[config.mk]
export PLATFORM = sky130hd
export DESIGN_NAME = uart_tx_param
export DESIGN_NICKNAME = d
export VERILOG_FILES = /design/src/rtl/uart_tx_param.sv
export SDC_FILE = /design/constraint.sdc
export NUM_CORES = 1
export LEC_CHECK = 0
export CAP_MARGIN = 20
export CORE_MARGIN = 5
export CORE_UTILIZATION = 55
export CTS_CLUSTER_DIAMETER = 30
export CTS_CLUSTER_SIZE = 16
export DETAILED_ROUTE_END_ITERATION = 10
export GPL_ROUTABILITY_DRIVEN = 0
export PLACE_DENSITY = 0.77
export SLEW_MARGIN = 10
export SYNTH_ARGS = -nofsm -noshare
export SYNTH_HDL_FRONTEND = slang
export SYNTH_SLANG_ARGS = --single-unit
[constraint.sdc]
create_clock -name clk -period 4.05 [get_ports clk]
set_input_delay 0.81 -clock clk [delete_from_list [all_inputs] [get_ports clk]]
set_output_delay 0.81 -clock clk [all_outputs]
set_load 0.1 [all_outputs]
[src/rtl/uart_tx_param.sv]
// Parametrised UART transmitter: start bit, DATA_BITS data bits LSB first,
// optional odd/even parity, then one or two stop bits; one-cycle done pulse.
module uart_tx_param #(
    parameter int CLKS_PER_BIT = 434,
    parameter int DATA_BITS    = 8,
    parameter int PARITY       = 0,
    parameter int STOP_BITS    = 1
) (
    input  logic                 clk,
    input  logic                 reset,
    input  logic [DATA_BITS-1:0] d_in,
    input  logic                 send,
    output logic                 tx,
    output logic                 busy,
    output logic                 done
);

    localparam int BAUD_W = (CLKS_PER_BIT > 1) ? $clog2(CLKS_PER_BIT) : 1;
    localparam int BIT_W  = $clog2(DATA_BITS + 1);

    localparam logic [BAUD_W-1:0] BAUD_LAST = BAUD_W'(CLKS_PER_BIT - 1);
    localparam logic [BIT_W-1:0]  DATA_LAST = BIT_W'(DATA_BITS - 1);
    localparam logic [BIT_W-1:0]  STOP_LAST = BIT_W'(STOP_BITS - 1);

    if (CLKS_PER_BIT < 2) begin : g_bad_clks
        $error("uart_tx_param: CLKS_PER_BIT must be >= 2");
    end
    if (DATA_BITS < 5 || DATA_BITS > 9) begin : g_bad_data
        $error("uart_tx_param: DATA_BITS must be 5..9");
    end
    if (PARITY < 0 || PARITY > 2) begin : g_bad_parity
        $error("uart_tx_param: PARITY must be 0, 1 or 2");
    end
    if (STOP_BITS < 1 || STOP_BITS > 2) begin : g_bad_stop
        $error("uart_tx_param: STOP_BITS must be 1 or 2");
    end

    typedef enum logic [2:0] {
        S_IDLE,
        S_START,
        S_DATA,
        S_PARITY,
        S_STOP
    } state_t;

    state_t                state_q, state_d;
    logic [BAUD_W-1:0]     baud_q, baud_d;
    logic [BIT_W-1:0]      bit_q, bit_d;
    logic [DATA_BITS-1:0]  shreg_q, shreg_d;
    logic                  par_q, par_d;
    logic                  tx_q, tx_d;
    logic                  done_q, done_d;
    logic                  bit_end;

    always_ff @(posedge clk or posedge reset) begin
        if (reset) begin
            state_q <= S_IDLE;
            baud_q  <= '0;
            bit_q   <= '0;
            shreg_q <= '0;
            par_q   <= 1'b0;
            tx_q    <= 1'b1;
            done_q  <= 1'b0;
        end else begin
            state_q <= state_d;
            baud_q  <= baud_d;
            bit_q   <= bit_d;
            shreg_q <= shreg_d;
            par_q   <= par_d;
            tx_q    <= tx_d;
            done_q  <= done_d;
        end
    end

    // tx_d is the line value for the next bit period, so tx stays a plain flop.
    always_comb begin
        state_d = state_q;
        baud_d  = baud_q;
        bit_d   = bit_q;
        shreg_d = shreg_q;
        par_d   = par_q;
        tx_d    = tx_q;
        done_d  = 1'b0;
        bit_end = (baud_q == BAUD_LAST);

        if (state_q != S_IDLE) begin
            baud_d = bit_end ? '0 : baud_q + 1'b1;
        end

        unique case (state_q)
            S_IDLE: begin
                tx_d   = 1'b1;
                baud_d = '0;
                bit_d  = '0;
                if (send) begin
                    shreg_d = d_in;
                    par_d   = (PARITY == 1) ? ~^d_in : ^d_in;
                    tx_d    = 1'b0;
                    state_d = S_START;
                end
            end
            S_START: begin
                if (bit_end) begin
                    state_d = S_DATA;
                    tx_d    = shreg_q[0];
                end
            end
            S_DATA: begin
                if (bit_end) begin
                    if (bit_q == DATA_LAST) begin
                        bit_d = '0;
                        if (PARITY != 0) begin
                            state_d = S_PARITY;
                            tx_d    = par_q;
                        end else begin
                            state_d = S_STOP;
                            tx_d    = 1'b1;
                        end
                    end else begin
                        bit_d   = bit_q + 1'b1;
                        shreg_d = shreg_q >> 1;
                        tx_d    = shreg_q[1];
                    end
                end
            end
            S_PARITY: begin
                if (bit_end) begin
                    state_d = S_STOP;
                    tx_d    = 1'b1;
                end
            end
            S_STOP: begin
                tx_d = 1'b1;
                if (bit_end) begin
                    if (bit_q == STOP_LAST) begin
                        bit_d   = '0;
                        state_d = S_IDLE;
                        done_d  = 1'b1;
                    end else begin
                        bit_d = bit_q + 1'b1;
                    end
                end
            end
            default: begin
                state_d = S_IDLE;
                tx_d    = 1'b1;
            end
        endcase
    end

    assign tx   = tx_q;
    assign busy = (state_q != S_IDLE);
    assign done = done_q;

endmodule

After elaboration in Yosys (flattened, before gate mapping):

Index checks and enable logic that the tools add are counted.

* register bits: 26
* output and inout bits: 3
* bits of input ports: 11
* logic and storage cells: 61

* reductions and logical operators: 10
* $add $sub $neg: 2
* multiplexer cells: 29
* equal/unequal tests: 14

Operator list (count)
* two-way mux 9 bit: 3
* two-way mux 8 bit: 3
* two-way mux 3 bit: 7
* two-way mux 4 bit: 4
* != test 2 bit (second input constant): 8
* case mux 8 bit (2 select lines): 1
* case mux 3 bit (5 select lines): 1
* case mux 4 bit (3 select lines): 1
* adder 9 x 1 -> 9 bit (second input constant): 1
* equality test 9 bit (second input constant): 1
* two-way mux 1 bit: 8
* AND reduction 7 bit: 1
* equality test 3 x 2 -> 1 bit (second input constant): 2
* AND reduction 3 bit: 2
* nonzero test 3 bit: 2
* adder 4 x 1 -> 4 bit (second input constant): 1
* equality test 4 x 3 -> 1 bit (second input constant): 1
* zero test 4 bit: 1
* case mux 1 bit (4 select lines): 1
* AND reduction 4 bit: 1
* nonzero test 2 bit: 2
* equality test 3 x 1 -> 1 bit (second input constant): 1
* equality test 3 bit (second input constant): 1
* zero test 3 bit: 1

Depth between registers and ports, before layout:

* depth after elaboration: 4
* depth in mapped cells: 7
* depth with buffers taken out: 6

Worst setup path after synthesis:

No wires, ideal clock.

* kind: reg-to-output
* start: reg state_q[2]
* end: out busy
* slack: 1.825 ns
* buffers on the path: 2
* data arrival time: 1.415 ns
* required time: 3.240 ns
* stages on the path, launching flop included: 4
* cell sequence: dfrtp_1 -> clkbuf_2 -> buf_2 -> or3_1

* word-level cells in the longest chain between the ends: 1

RTL lines
* from (decl): line 46 `state_t state_q, state_d;`
* from (signal assigned): line 65 `state_q <= state_d;`
* nonzero test 3 bit: line 152 `assign busy = (state_q != S_IDLE);`
* to (decl): line 14 `output logic busy,`

No other way between the ends.

Worst setup path in the final report:

Ends and elaborated chain as after synthesis.

==> qor.yml <==
status:
  status: "finished, final reports clean"
floorplanning:
  initial_utilization_pct: 56.0
  dieWidth_um: 62.3
  fp.dieH_um: 62.3
  core_um2: 2690
  io_pins: 14
  dieArea_um2: 3880
  rows: 19
run:
  maxCapViolCount: 0
synthesis:
  ys_seq_elements: 26
  async_flop_share_pct: 100
  synthFlopType: "dfrtp_1"
  synth_cell_types: 43
  synth_edf_count: 0
  syn_nets: 159
  yosysSeqAreaShare_pct: 43.3
  synth.area.top_cells: "dfrtp_1 42%, mux2_4 8.0%, mux2_2 5.2%"
  yosys.area.top_type: "dfrtp_1"
  yosysWarnings: 0
  syn_area_per_cell_um2: 10.4
  synthCells: 144
  yosysTopAreaCellShare_pct: 41.6
  syn_area_um2: 1500
grt:
  met3_usage_pct: 2.88
  grt_max_degree: 27
  grt.total_usage_pct: 14.8
  gr-total-overflow: 0
  grt_pass1_wl_um: 4750
  grt_pass1_vias: 1102
  use_met2_pct: 22.8
  grt-busiest-layer: "met2"
  met1_usage_pct: 19.2
  antenna_found_initial: 0
sta:
  fmax_mhz: 317
  finClkSkew_ns: 0.00131
  rsz0062_at_grt: "false"
  slew_headroom_pct: 35.3
  worstMarginPinSlew_ns: 0.968
  timing.final.crit_share_pct: 77.8
  hold_viol: 0
  tns_ns: 0
  slew_violations: 0
  setup_violations: 0
  final.min_clock_period_ns: 3.15
worst_setup_path:
  rrSetupSlack_ns: 1.90
  worstPathArrival_ns: 2.34
  required_ns: 3.24
  crit_path_start_kind: "flip-flop"
  cp_slowest_cell: "clkdlybuf4s50_1"
  cp_top_family: "buffers and inverters"
  critPathCaptureType: "output pin"
  timing.critical_path.to: "busy"
  r2r-start: "baud_q[3]"
  crit_fanout: 16
  path_class: "reg -> out"
  timing.rr.end: "shreg_q[1]"
  crit_cells: 2
  crit_chain: "or3_1 > clkdlybuf4s50_1"
  r2r_cells: 4
  cp-startpoint: "state_q[2]"
  critPathMaxStageDelay_ns: 0.98
  crit_buf_inv: 1
detailed_routing:
  vias: 1083
  ant_nets: 0
  drt_wl_total_um: 2700
  drtPass1Iterations: 4
  drc: 0
  via_per_inst: 5.79
  drt_iter0_drc: 57
  wire_per_inst_um: 14.4
cts:
  cts.reportedPaths.clkPinSlew_ns: 0.14
  h-tree-depth: 1
  clock_latency_ns: 0.32
  clock_sinks: 26
  cts_made_buffers: 3
  post_cts.repair.setup_buffers: 0
  cts-resized-gates: 0
  root_buffer: "clkbuf_4"
  cts_tree: "yes"
  cts_hold_buf: 0
  clk_path_buf_depth: 2
power_and_ir_drop:
  p_per_area_nw_per_um2: 413
  p_leak_nw: 0.694
  peakVddDrop_uv: 315
cells_and_area:
  layout-drive-gt1-share_pct: 16.7
  fillers: 214
  synthToLayoutAreaGrowth_pct: 12.8
  layout.nets: 172
  final_common_cell: "dfrtp_1"
  antenna_cells: 0
  multi_input_area_um2: 782
  instances_no_fill: 187
  layout_common_cells: "25 x dfrtp_1, 17 x nor2_1, 13 x clkdlybuf4s50_1"
  ff_latch_area_um2: 652
hold_path:
  hold_path_class: "reg -> reg"
placement:
  dp.cells: 182
  port_buffers: 13
  hpwlAfterDp_um: 1960
## cells by family after synthesis
logic type	synth area share [%]
flip-flops	43.3
multiplexers	14.6
AO/OA/AOI/OAI	7.40
AND/OR/NAND/NOR	22.0
adder cells (fa/ha/maj)	3.33
XOR/XNOR	4.66
buffers and inverters	4.66
## cell usage after synthesis, drive strengths merged, types with 2 or more instances
| master | instances |
|---|---|
| dfrtp | 25 |
| nor2 | 18 |
| mux2 | 15 |
| inv | 8 |
| nand3 | 8 |
| xnor2 | 6 |
| o21ai | 5 |
| buf | 4 |
| ha | 4 |
| nand2 | 4 |
| nand4 | 4 |
| nor3 | 4 |
| a21oi | 3 |
| and3b | 3 |
| nor2b | 3 |
| clkbuf | 2 |
| mux2i | 2 |
| nor3b | 2 |
| nor4b | 2 |
| o211ai | 2 |
| or2 | 2 |
| or3 | 2 |
| xor2 | 2 |
## worst reg2reg max path, stage by stage, from the launching register on
cell	delay, ns
dfrtp_1	0.47
or4b_4	0.56
nor2_4	0.18
a31o_1	0.50
mux2_4	0.35
## how the worst min path moves through the flow
stage / endpoint / slack [ns] / cells past startpoint / start
floorplan: baud_q[0] / 0.47 / 1 / baud_q[0]
global placement: shreg_q[4] / 0.49 / 1 / shreg_q[4]
detailed placement: shreg_q[3] / 0.49 / 1 / shreg_q[3]
CTS: shreg_q[0] / 0.53 / 1 / shreg_q[0]
global route: shreg_q[3] / 0.55 / 1 / shreg_q[3]
finish: shreg_q[0] / 0.52 / 1 / shreg_q[0]
## power by group
part | switching, mW | leakage (nW) | internal, mW | total (mW)
combinational | 0.0954 | 0.342 | 0.101 | 0.196
clock | 0.0769 | 0.0210 | 0.0550 | 0.132
sequential | 0.0533 | 0.330 | 0.320 | 0.373
## layer usage
metal / part of all wire, % / routed length (um)
met1: 46 / 1240
met2: 49 / 1310
met3: 3.1 / 83
met4: 2.3 / 61
met5: 0 / 0
## cell type report
| cell class | instances | area share, % |
|---|---|---|
| clock buffers | 4 | 2.14 |
| inverters | 8 | 1.77 |
| flip-flops and latches | 26 | 38.4 |
| repair buffers | 14 | 9.29 |
| multi-input cells | 104 | 46.1 |
| well taps | 31 | 2.29 |
## metrics by stage
step	setup slack, ns	hold WS, ns	util (%)	power (mW)	area, um2
3_3_place_gp	1.31	0.490	60.8	0.562	1630
4_1_cts	0.898	0.529	62.1	0.703	1670
5_1_grt	0.789	0.548	63.2	0.747	1700
2_1_floorplan	1.83	0.474	-	0.523	1500
6_report	0.897	0.523	63.2	0.701	1700
3_5_place_dp	1.27	0.490	60.8	0.572	1630
## registers in the layout, indices dropped and copies added (netlist names)
name / flops
baud_q: 9
state_q: 3
done: 1
shreg_q: 8
bit_q: 4
tx: 1
Power figures use the tool's default switching activity.
